File: src/rtl/router_pkg.sv
// rtl/router_pkg.sv - header field layout and width helpers shared by router FSM, register and FIFO blocks
package router_pkg;

  localparam int HDR_ADDR_LSB = 0;
  localparam int HDR_ADDR_W   = 2;
  localparam int HDR_LEN_LSB  = 2;

  // Packet length field width for a given byte width
  function automatic int len_w(input int width);
    return width - HDR_LEN_LSB;
  endfunction

  // The lfd marker sits just above the data byte in each FIFO entry
  function automatic int lfd_bit(input int width);
    return width;
  endfunction

endpackage

File: src/rtl/router_fifo_mem.sv
// rtl/router_fifo_mem.sv - DEPTH x DW storage array, synchronous write, combinational read, no reset
module router_fifo_mem #(
  parameter int DW     = 9,
  parameter int DEPTH  = 16,
  parameter int ADDR_W = $clog2(DEPTH)
) (
  input  logic              clock,
  input  logic              we,
  input  logic [ADDR_W-1:0] waddr,
  input  logic [DW-1:0]     wdata,
  input  logic [ADDR_W-1:0] raddr,
  output logic [DW-1:0]     rdata
);

  logic [DW-1:0] mem [DEPTH];

  always_ff @(posedge clock) begin
    if (we) mem[waddr] <= wdata;
  end

  assign rdata = mem[raddr];

endmodule

File: src/rtl/router_fifo_pkt.sv
// rtl/router_fifo_pkt.sv - packet-aware router output FIFO with overflow flag and bytes-remaining tracking
// Optional complete-packet counter enabled by defining ROUTER_FIFO_PKT_CNT_EN.
module router_fifo_pkt
  import router_pkg::*;
#(
  parameter  int WIDTH  = 8,
  parameter  int DEPTH  = 16,
  localparam int LEN_W  = len_w(WIDTH),
  localparam int ADDR_W = $clog2(DEPTH)
) (
  input  logic              clock,
  input  logic              resetn,
  input  logic              soft_reset,
  input  logic              write_enb,
  input  logic              read_enb,
  input  logic              lfd_state,
  input  logic [WIDTH-1:0]  data_in,
  output logic              full,
  output logic              empty,
  output logic [WIDTH-1:0]  data_out,
  output logic [LEN_W:0]    pkt_remain,
  output logic              overflow,
  output logic [ADDR_W:0]   pkt_count
);

  localparam int LFD = lfd_bit(WIDTH);
  localparam logic [LEN_W:0] REM_ONE = (LEN_W+1)'(1);

  logic [ADDR_W:0] wr_ptr, rd_ptr;
  logic [WIDTH:0]  rd_entry;
  logic            wr_ok, rd_ok, rd_lfd;
  logic [LEN_W:0]  rd_len_p1;

  assign empty = (wr_ptr == rd_ptr);
  assign full  = (wr_ptr[ADDR_W] != rd_ptr[ADDR_W]) &&
                 (wr_ptr[ADDR_W-1:0] == rd_ptr[ADDR_W-1:0]);

  // A flush in the same cycle wins, so neither port moves
  assign wr_ok = write_enb && !full && !soft_reset;
  assign rd_ok = read_enb && !empty && !soft_reset;

  assign rd_lfd    = rd_entry[LFD];
  assign rd_len_p1 = {1'b0, rd_entry[WIDTH-1:HDR_LEN_LSB]} + REM_ONE;

  router_fifo_mem #(
    .DW     (WIDTH + 1),
    .DEPTH  (DEPTH),
    .ADDR_W (ADDR_W)
  ) u_mem (
    .clock (clock),
    .we    (wr_ok),
    .waddr (wr_ptr[ADDR_W-1:0]),
    .wdata ({lfd_state, data_in}),
    .raddr (rd_ptr[ADDR_W-1:0]),
    .rdata (rd_entry)
  );

  always_ff @(posedge clock or negedge resetn) begin
    if (!resetn) begin
      wr_ptr     <= '0;
      rd_ptr     <= '0;
      data_out   <= '0;
      pkt_remain <= '0;
      overflow   <= 1'b0;
    end else if (soft_reset) begin
      wr_ptr     <= '0;
      rd_ptr     <= '0;
      data_out   <= '0;
      pkt_remain <= '0;
      overflow   <= 1'b0;
    end else begin
      overflow <= write_enb && full;
      if (wr_ok) wr_ptr <= wr_ptr + 1'b1;
      if (rd_ok) begin
        rd_ptr   <= rd_ptr + 1'b1;
        data_out <= rd_entry[WIDTH-1:0];
        if (rd_lfd)
          pkt_remain <= rd_len_p1;
        else if (pkt_remain != '0)
          pkt_remain <= pkt_remain - REM_ONE;
      end else if (pkt_remain == '0) begin
        // Idle the bus between packets
        data_out <= '0;
      end
    end
  end

`ifdef ROUTER_FIFO_PKT_CNT_EN
  localparam logic [ADDR_W:0] CNT_MAX = (ADDR_W+1)'(DEPTH);

  logic [LEN_W:0] wr_left;
  logic           pkt_in, pkt_out;

  assign pkt_in  = wr_ok && !lfd_state && (wr_left == REM_ONE);
  assign pkt_out = rd_ok && !rd_lfd && (pkt_remain == REM_ONE);

  always_ff @(posedge clock or negedge resetn) begin
    if (!resetn) begin
      wr_left   <= '0;
      pkt_count <= '0;
    end else if (soft_reset) begin
      wr_left   <= '0;
      pkt_count <= '0;
    end else begin
      if (wr_ok) begin
        if (lfd_state)
          wr_left <= {1'b0, data_in[WIDTH-1:HDR_LEN_LSB]} + REM_ONE;
        else if (wr_left != '0)
          wr_left <= wr_left - REM_ONE;
      end
      if (pkt_in && !pkt_out && pkt_count != CNT_MAX)
        pkt_count <= pkt_count + 1'b1;
      else if (pkt_out && !pkt_in && pkt_count != '0)
        pkt_count <= pkt_count - 1'b1;
    end
  end
`else
  assign pkt_count = '0;
`endif

endmodule

File: config.mk
export PLATFORM = sky130hd
export DESIGN_NAME = router_fifo_pkt
export DESIGN_NICKNAME = d
export VERILOG_FILES = /design/src/rtl/router_pkg.sv /design/src/rtl/router_fifo_mem.sv /design/src/rtl/router_fifo_pkt.sv
export SDC_FILE = /design/constraint.sdc
export NUM_CORES = 1
export LEC_CHECK = 0
export BUFFER_PORTS_ARGS = -buffer_cell sky130_fd_sc_hd__buf_4
export CORE_ASPECT_RATIO = 1.4
export CORE_UTILIZATION = 40
export CTS_CLUSTER_SIZE = 10
export DETAILED_ROUTE_END_ITERATION = 8
export PLACE_DENSITY = 0.61
export SLEW_MARGIN = 10
export SYNTH_ARGS = -nofsm -noshare
export SYNTH_HDL_FRONTEND = slang
export SYNTH_SLANG_ARGS = --single-unit
File: constraint.sdc
create_clock -name clock -period 3.35 [get_ports clock]
set_input_delay 0.335 -clock clock [delete_from_list [all_inputs] [get_ports clock]]
set_output_delay 0.335 -clock clock [all_outputs]
set_load 0.01 [all_outputs]
Word level (Yosys, flattened, before mapping). Memory sizes are Yosys's and may differ from the RTL's. Index checks and enable logic that the tools add are counted. Widths: inputs -> output; s select.

Memories: 1. Logic and storage cells: 43. Register bits: 26. Input port bits: 14. Memory bits (writable): 144.

Memories: u_mem.mem (depth 16, width 9, read ports 1, clocked after memory_dff 0, write ports 1, RTL line router_fifo_mem.sv:15) `logic [DW-1:0] mem [DEPTH];`.

Equal/unequal tests: 3. Add/sub/neg operators: 4. Multiplexer cells: 14. Reductions and logical operators: 16.

Operators with widths (number): $mux 7 (4); $mux 8 (3); $mux 5 (4); $add 5x1->5 const B (2); $add 6x1->7 const B (1); $logic_not 7->1 (1); $reduce_bool 7->1 (1); $sub 7x1->7 const B (1); $logic_and 1x1->1 (6); $reduce_bool 3->1 (2); $eq 5x5->1 (1); $eq 4x4->1 (1); $reduce_bool 2->1 (2); $logic_not 1->1 (3); $mux 1 (3); $reduce_and 2->1 (1); $ne 1x1->1 (1).

Longest topological paths before layout.
Depth in word-level cells: 7. Depth in mapped cells: 11.

Cells and area by module. A second synthesis with hierarchy kept.

Cells, all modules: 419. Area, all modules: 7166.9 um2.

By module, submodules not included: router_fifo_mem (area each 5600.4 um2, instances 1, cells an instance 245, sequential area each 4324.1 um2); router_fifo_pkt (area each 1566.5 um2, instances 1, cells an instance 174, sequential area each 650.6 um2).

Worst setup path after synthesis. No wires, ideal clock.

Path kind: register to register. From: reg rd_ptr[0]. To: mem u_mem.mem[15][0] (enable). Period minus slack after synthesis: 2.790 ns. Required time: 2.951 ns. Data arrival time: 2.391 ns. Cell stages (with the launch flop): 9. Setup time: 0.399 ns. Slack: 0.560 ns. Path buffers: 4. Path through: dfrtp_1 -> buf_6 -> buf_8 -> buf_4 -> xnor2_1 -> nand4_1 -> o21ai_0 -> buf_2 -> nor4_1.

Word-level cells in the longest chain between the ends: 7.

Ends and longest elaborated chain: start, declared (RTL line router_fifo_pkt.sv:29) `logic [ADDR_W:0] wr_ptr, rd_ptr;`; start signal, assigned (RTL line router_fifo_pkt.sv:75) `rd_ptr <= rd_ptr + 1'b1;`; $eq 4x4->1 (RTL line router_fifo_pkt.sv:36) `(wr_ptr[ADDR_W-1:0] == rd_ptr[ADDR_W-1:0]);`; $logic_and 1x1->1 (RTL line router_fifo_pkt.sv:35) `assign full = (wr_ptr[ADDR_W] != rd_ptr[ADDR_W]) &&`; $logic_not 1->1 (RTL line router_fifo_pkt.sv:39) `assign wr_ok = write_enb && !full && !soft_reset;`; $logic_and 1x1->1 (2 in a row) (RTL line router_fifo_pkt.sv:39); $mux 1 (RTL line router_fifo_mem.sv:18) `if (we) mem[waddr] <= wdata;`; $mux 1 (not written as such) (RTL line router_fifo_mem.sv:18); end, declared (RTL line router_fifo_mem.sv:15).

Every way passes these cells.

Worst setup path after layout.
From: reg rd_ptr[0]. To: mem u_mem.mem[6][8] (enable).

Same word-level chain as after synthesis.

==> Implementation_results.wiki <==
{| class="wikitable"
! Metric !! Value
|-
| Outcome || complete, no violations
|-
| Number of synthesis warnings || 0
|-
| Worst-case register-to-register setup slack || 660 ps
|-
| Final weighted congestion of routability-driven global placement || 0.853
|-
| Main combinational cell family by area after synthesis || multiplexers
|-
| Sequential share of the synthesized area || a little over two thirds
|-
| Estimated wirelength of the detail-placed design || 9970 microns
|-
| Buffer type at the clock tree root || sky130_fd_sc_hd__clkbuf_16
|-
| Port bufs || 31
|-
| Die Y-Extent || about 160 microns
|-
| Most used flip-flop cell after synthesis || sky130_fd_sc_hd__edfxtp_1
|-
| Number of distinct standard cells referenced by the synthesized netlist || 50
|-
| Synth Area in XOR/XNOR || ~2.2%
|-
| Max-cap viol count || 0
|-
| Final setup slack of the worst path || 657 ps
|-
| Nets || about 480
|-
| CTS sink cnt || between 150 and 200
|-
| Post-DRT Antenna Nets || 0
|-
| Adder-Cell Fraction of Synth Area || under 10%
|-
| Antenna fix cells || 0
|-
| Post-synthesis share of cell area spent on and, or, nand and nor gates || 6.71%
|-
| Post-synthesis compound-gate area fraction || 3.24%
|-
| CTS H-tree lvls || 4
|-
| Maximum vdd ir drop || between 0.4 and 0.5 mV
|-
| Minimum period implied by the final worst setup slack || between 2000 and 3000 ps
|-
| Total negative slack || 0 ps
|-
| Area added between synthesis and finish || 15.6%
|-
| Inserted Clock Buffers || 17
|-
| Number of post-CTS setup repair buffers || 0
|-
| Place WS || ~630 ps
|-
| Async SR Flop Fraction || between 15 and 20%
|-
| Share of the synthesized area in the top cell type || 60.3%
|-
| Antenna violations before repair || 0
|-
| CP Capture Type || register
|-
| Pre-antenna DRT Iters || 4
|-
| Final setup viols || 0
|-
| Mean cell area of the mapped netlist || between 15 and 20 sq um
|-
| Detailed Route Iter0 Violations || 426
|-
| Leakage power figure || ~2.8 nW
|-
| Count of placed standard cells including taps || 678
|-
| Overall die width || 115 microns
|-
| Clk Latency, worst-skew pair || between 400 and 500 ps
|-
| Vias in the first global route || 3895
|-
| FF+latch area || 4980 sq um
|-
| EDFF count, synth || 144
|-
| Required time at the endpoint of the critical path || about 3400 ps
|-
| Ports placed on the boundary || 37
|-
| Initial Util || between 40% and 50%
|-
| CTS tree || built
|-
| Tightest Hold Check Type || in -> reg
|-
| Standard cell core area || 17500 sq um
|-
| Clock-pin slew on the worst setup and hold paths || 60 ps
|-
| Largest cells by area after synthesis || sky130_fd_sc_hd__edfxtp_1 60%, sky130_fd_sc_hd__mux4_2 12%, sky130_fd_sc_hd__dfrtp_1 9.1%
|-
| Total number of vias || 3829
|-
| Final max-slew violation count || 0
|-
| Vias/cell || approximately 5.4
|-
| Slew HR || a little over a quarter
|-
| Count of final hold-check violations || 0
|-
| Number of filler instances in the final layout || 1469
|-
| Cell row count || 57
|-
| Data arrival time at the worst-slack endpoint || 2750 ps
|-
| Pin count of the biggest net entering global routing || 37
|-
| Worst Hold Margin || ~170 ps
|-
| CP Launch Type || register
|-
| Portion of netlist area occupied by mux cells || about 14%
|-
| Worst Tran Pin Value || 1090 ps
|-
| Setup CP Type || reg -> reg
|-
| PnR Total Power || around 5.4 mW
|-
| Die footprint || between 15000 and 20000 sq um
|-
| Number of instances in the synthesized netlist || approximately 420
|-
| Worst-case clock skew || around 7.4 ps
|-
| Synthesis-stage register bit count || 170
|-
| RSZ-0062 raised after global routing || false
|-
| Wire length reported by the detailed router || 14700 microns
|-
| Share of cells above drive strength 1 || between 20 and 30%
|-
| Final critical-path share of the clock period || 80.4%
|-
| Highest clock rate || roughly 0.37 GHz
|-
| Global-route wire length before repair || about 23000 microns
|-
| Grt total ovfl || 0
|-
| Total area of multi-input combinational cells || ~2000 sq um
|-
| Global-route usage over all layers || roughly 17%
|-
| Non-Filler Instances || 711
|-
| Final routed DRC violation total || 0
|-
| Maximum buffer depth of the clock tree || 2
|-
| Power density over cell area || ~650 nW/um^2
|-
| Routed wirelength normalized by instance count || between 20 and 25 microns
|-
| Highest fanout seen on the critical path || 11
|-
| Total of cells resized after clock tree synthesis || 0
|-
| Leading area contributor after synthesis || sky130_fd_sc_hd__edfxtp_1
|-
| Combined area of all synthesized cells || about 7200 sq um
|}
## power by group
part / leakage (nW) / internal (mW) / switching, mW / total (mW)
Sequential: 1.65 / 2.35 / 0.0701 / 2.42
Combinational: 0.861 / 0.437 / 0.507 / 0.944
Clock: 0.295 / 1.22 / 0.779 / 2.00
## layer usage
layer | up-vias | wire [microns] | track usage [%]
met2 | 130 | 7960 | 30.1
met5 | - | 0 | 0
met4 | 0 | 280 | 7.38
li1 | 1708 | - | -
met3 | 27 | 516 | 3.17
met1 | 1964 | 5980 | 21.3
## registers in the layout (all words and copies together) (netlist names)
| signal | count |
|---|---|
| rd_ptr | 5 |
| wr_ptr | 5 |
| overflow | 1 |
| u_mem.mem | 144 |
| pkt_remain | 7 |
| data_out | 8 |
## Yosys cell counts, types with 2 or more instances
cell	n
sky130_fd_sc_hd__a21oi_1	11
sky130_fd_sc_hd__a22oi_1	4
sky130_fd_sc_hd__a31oi_1	2
sky130_fd_sc_hd__a32o_1	2
sky130_fd_sc_hd__and2_1	9
sky130_fd_sc_hd__and3_1	2
sky130_fd_sc_hd__buf_1	2
sky130_fd_sc_hd__buf_2	9
sky130_fd_sc_hd__buf_4	6
sky130_fd_sc_hd__buf_6	2
sky130_fd_sc_hd__buf_8	2
sky130_fd_sc_hd__clkbuf_1	8
sky130_fd_sc_hd__dfrtp_1	26
sky130_fd_sc_hd__edfxtp_1	144
sky130_fd_sc_hd__ha_1	7
sky130_fd_sc_hd__inv_1	11
sky130_fd_sc_hd__mux2_2	2
sky130_fd_sc_hd__mux2i_1	10
sky130_fd_sc_hd__mux4_2	37
sky130_fd_sc_hd__nand2_1	22
sky130_fd_sc_hd__nand3_1	17
sky130_fd_sc_hd__nand4_1	3
sky130_fd_sc_hd__nor2_1	25
sky130_fd_sc_hd__nor2b_1	2
sky130_fd_sc_hd__nor3_1	5
sky130_fd_sc_hd__nor4_1	7
sky130_fd_sc_hd__o21ai_0	6
sky130_fd_sc_hd__o22ai_1	2
sky130_fd_sc_hd__or3_1	2
sky130_fd_sc_hd__xnor2_1	12
sky130_fd_sc_hd__xor2_1	6
## cells in the final DEF (no fill, tap or decap), types with 3 or more instances in the layout
cell type                     n
sky130_fd_sc_hd__a21oi_1     11
sky130_fd_sc_hd__a22oi_1      4
sky130_fd_sc_hd__and2_1       9
sky130_fd_sc_hd__buf_4       41
sky130_fd_sc_hd__bufinv_16    3
sky130_fd_sc_hd__clkbuf_1     3
sky130_fd_sc_hd__clkbuf_16   17
sky130_fd_sc_hd__conb_1       5
sky130_fd_sc_hd__dfrtp_1     25
sky130_fd_sc_hd__edfxtp_1   144
sky130_fd_sc_hd__ha_1         7
sky130_fd_sc_hd__inv_1       11
sky130_fd_sc_hd__mux2i_1     10
sky130_fd_sc_hd__mux4_2      37
sky130_fd_sc_hd__nand2_1     22
sky130_fd_sc_hd__nand3_1     17
sky130_fd_sc_hd__nand4_1      3
sky130_fd_sc_hd__nor2_1      25
sky130_fd_sc_hd__nor3_1       5
sky130_fd_sc_hd__nor4_1       3
sky130_fd_sc_hd__nor4_2       4
sky130_fd_sc_hd__o21ai_0      5
sky130_fd_sc_hd__xnor2_1     12
sky130_fd_sc_hd__xor2_1       6
## layout make-up
class	count	share of cell area [%]
sequential	170	60.0
multi-input combinational	217	24.3
clock buffer	22	5.60
timing repair buffer	44	4.31
tap	236	3.56
clock inverter	10	1.72
inverter	12	0.543
## path summary, 6_finish.rpt
path / startpoint / end / depth (start not counted)
max: rd_ptr[0]$_DFFE_PN0P_ / u_mem.mem[6][8]$_DFFE_PP_ / 6
min: write_enb / overflow$_DFF_PN0_ / 2
max reg2reg: rd_ptr[0]$_DFFE_PN0P_ / u_mem.mem[6][8]$_DFFE_PP_ / 6
min reg2reg: data_out[6]$_DFFE_PN0P_ / data_out[6]$_DFFE_PN0P_ / 2
max in group asynchronous: resetn / rd_ptr[0]$_DFFE_PN0P_ / 2
min in group asynchronous: resetn / data_out[4]$_DFFE_PN0P_ / 2
## metrics by stage
stage	utilization, %	area (sq um)
global placement	43.9	7680
finish	47.5	8300
detailed placement	43.9	7680
CTS	47.5	8300
floorplan	-	7190
global route	47.5	8300
## cell families (layout without fill, tap and decap cells)
group	Yosys count	in the layout
adder cells (fa/ha/maj)	7	7
other	1	5
AND/OR/NAND/NOR	99	99
AO/OA/AOI/OAI	36	36
XOR/XNOR	18	18
multiplexers	52	52
flip-flops	170	170
buffers and inverters	41	88
## timing repair
item / 4_1_cts / 5_1_grt
hold endpoints to repair: 26 / 0
endpoints found under the setup margin: 0 / 0
hold buffers: 1 / 0
## worst max-delay path: stages (launching register included)
cell and delay [ps]:
sky130_fd_sc_hd__dfrtp_2 540, sky130_fd_sc_hd__xnor2_1 190, sky130_fd_sc_hd__nand4_1 190, sky130_fd_sc_hd__o21ai_1 160, sky130_fd_sc_hd__buf_4 220, sky130_fd_sc_hd__nor4b_1 440
sky130_fd_sc_hd__and2_1 570
(Power assumes the default switching activity.)
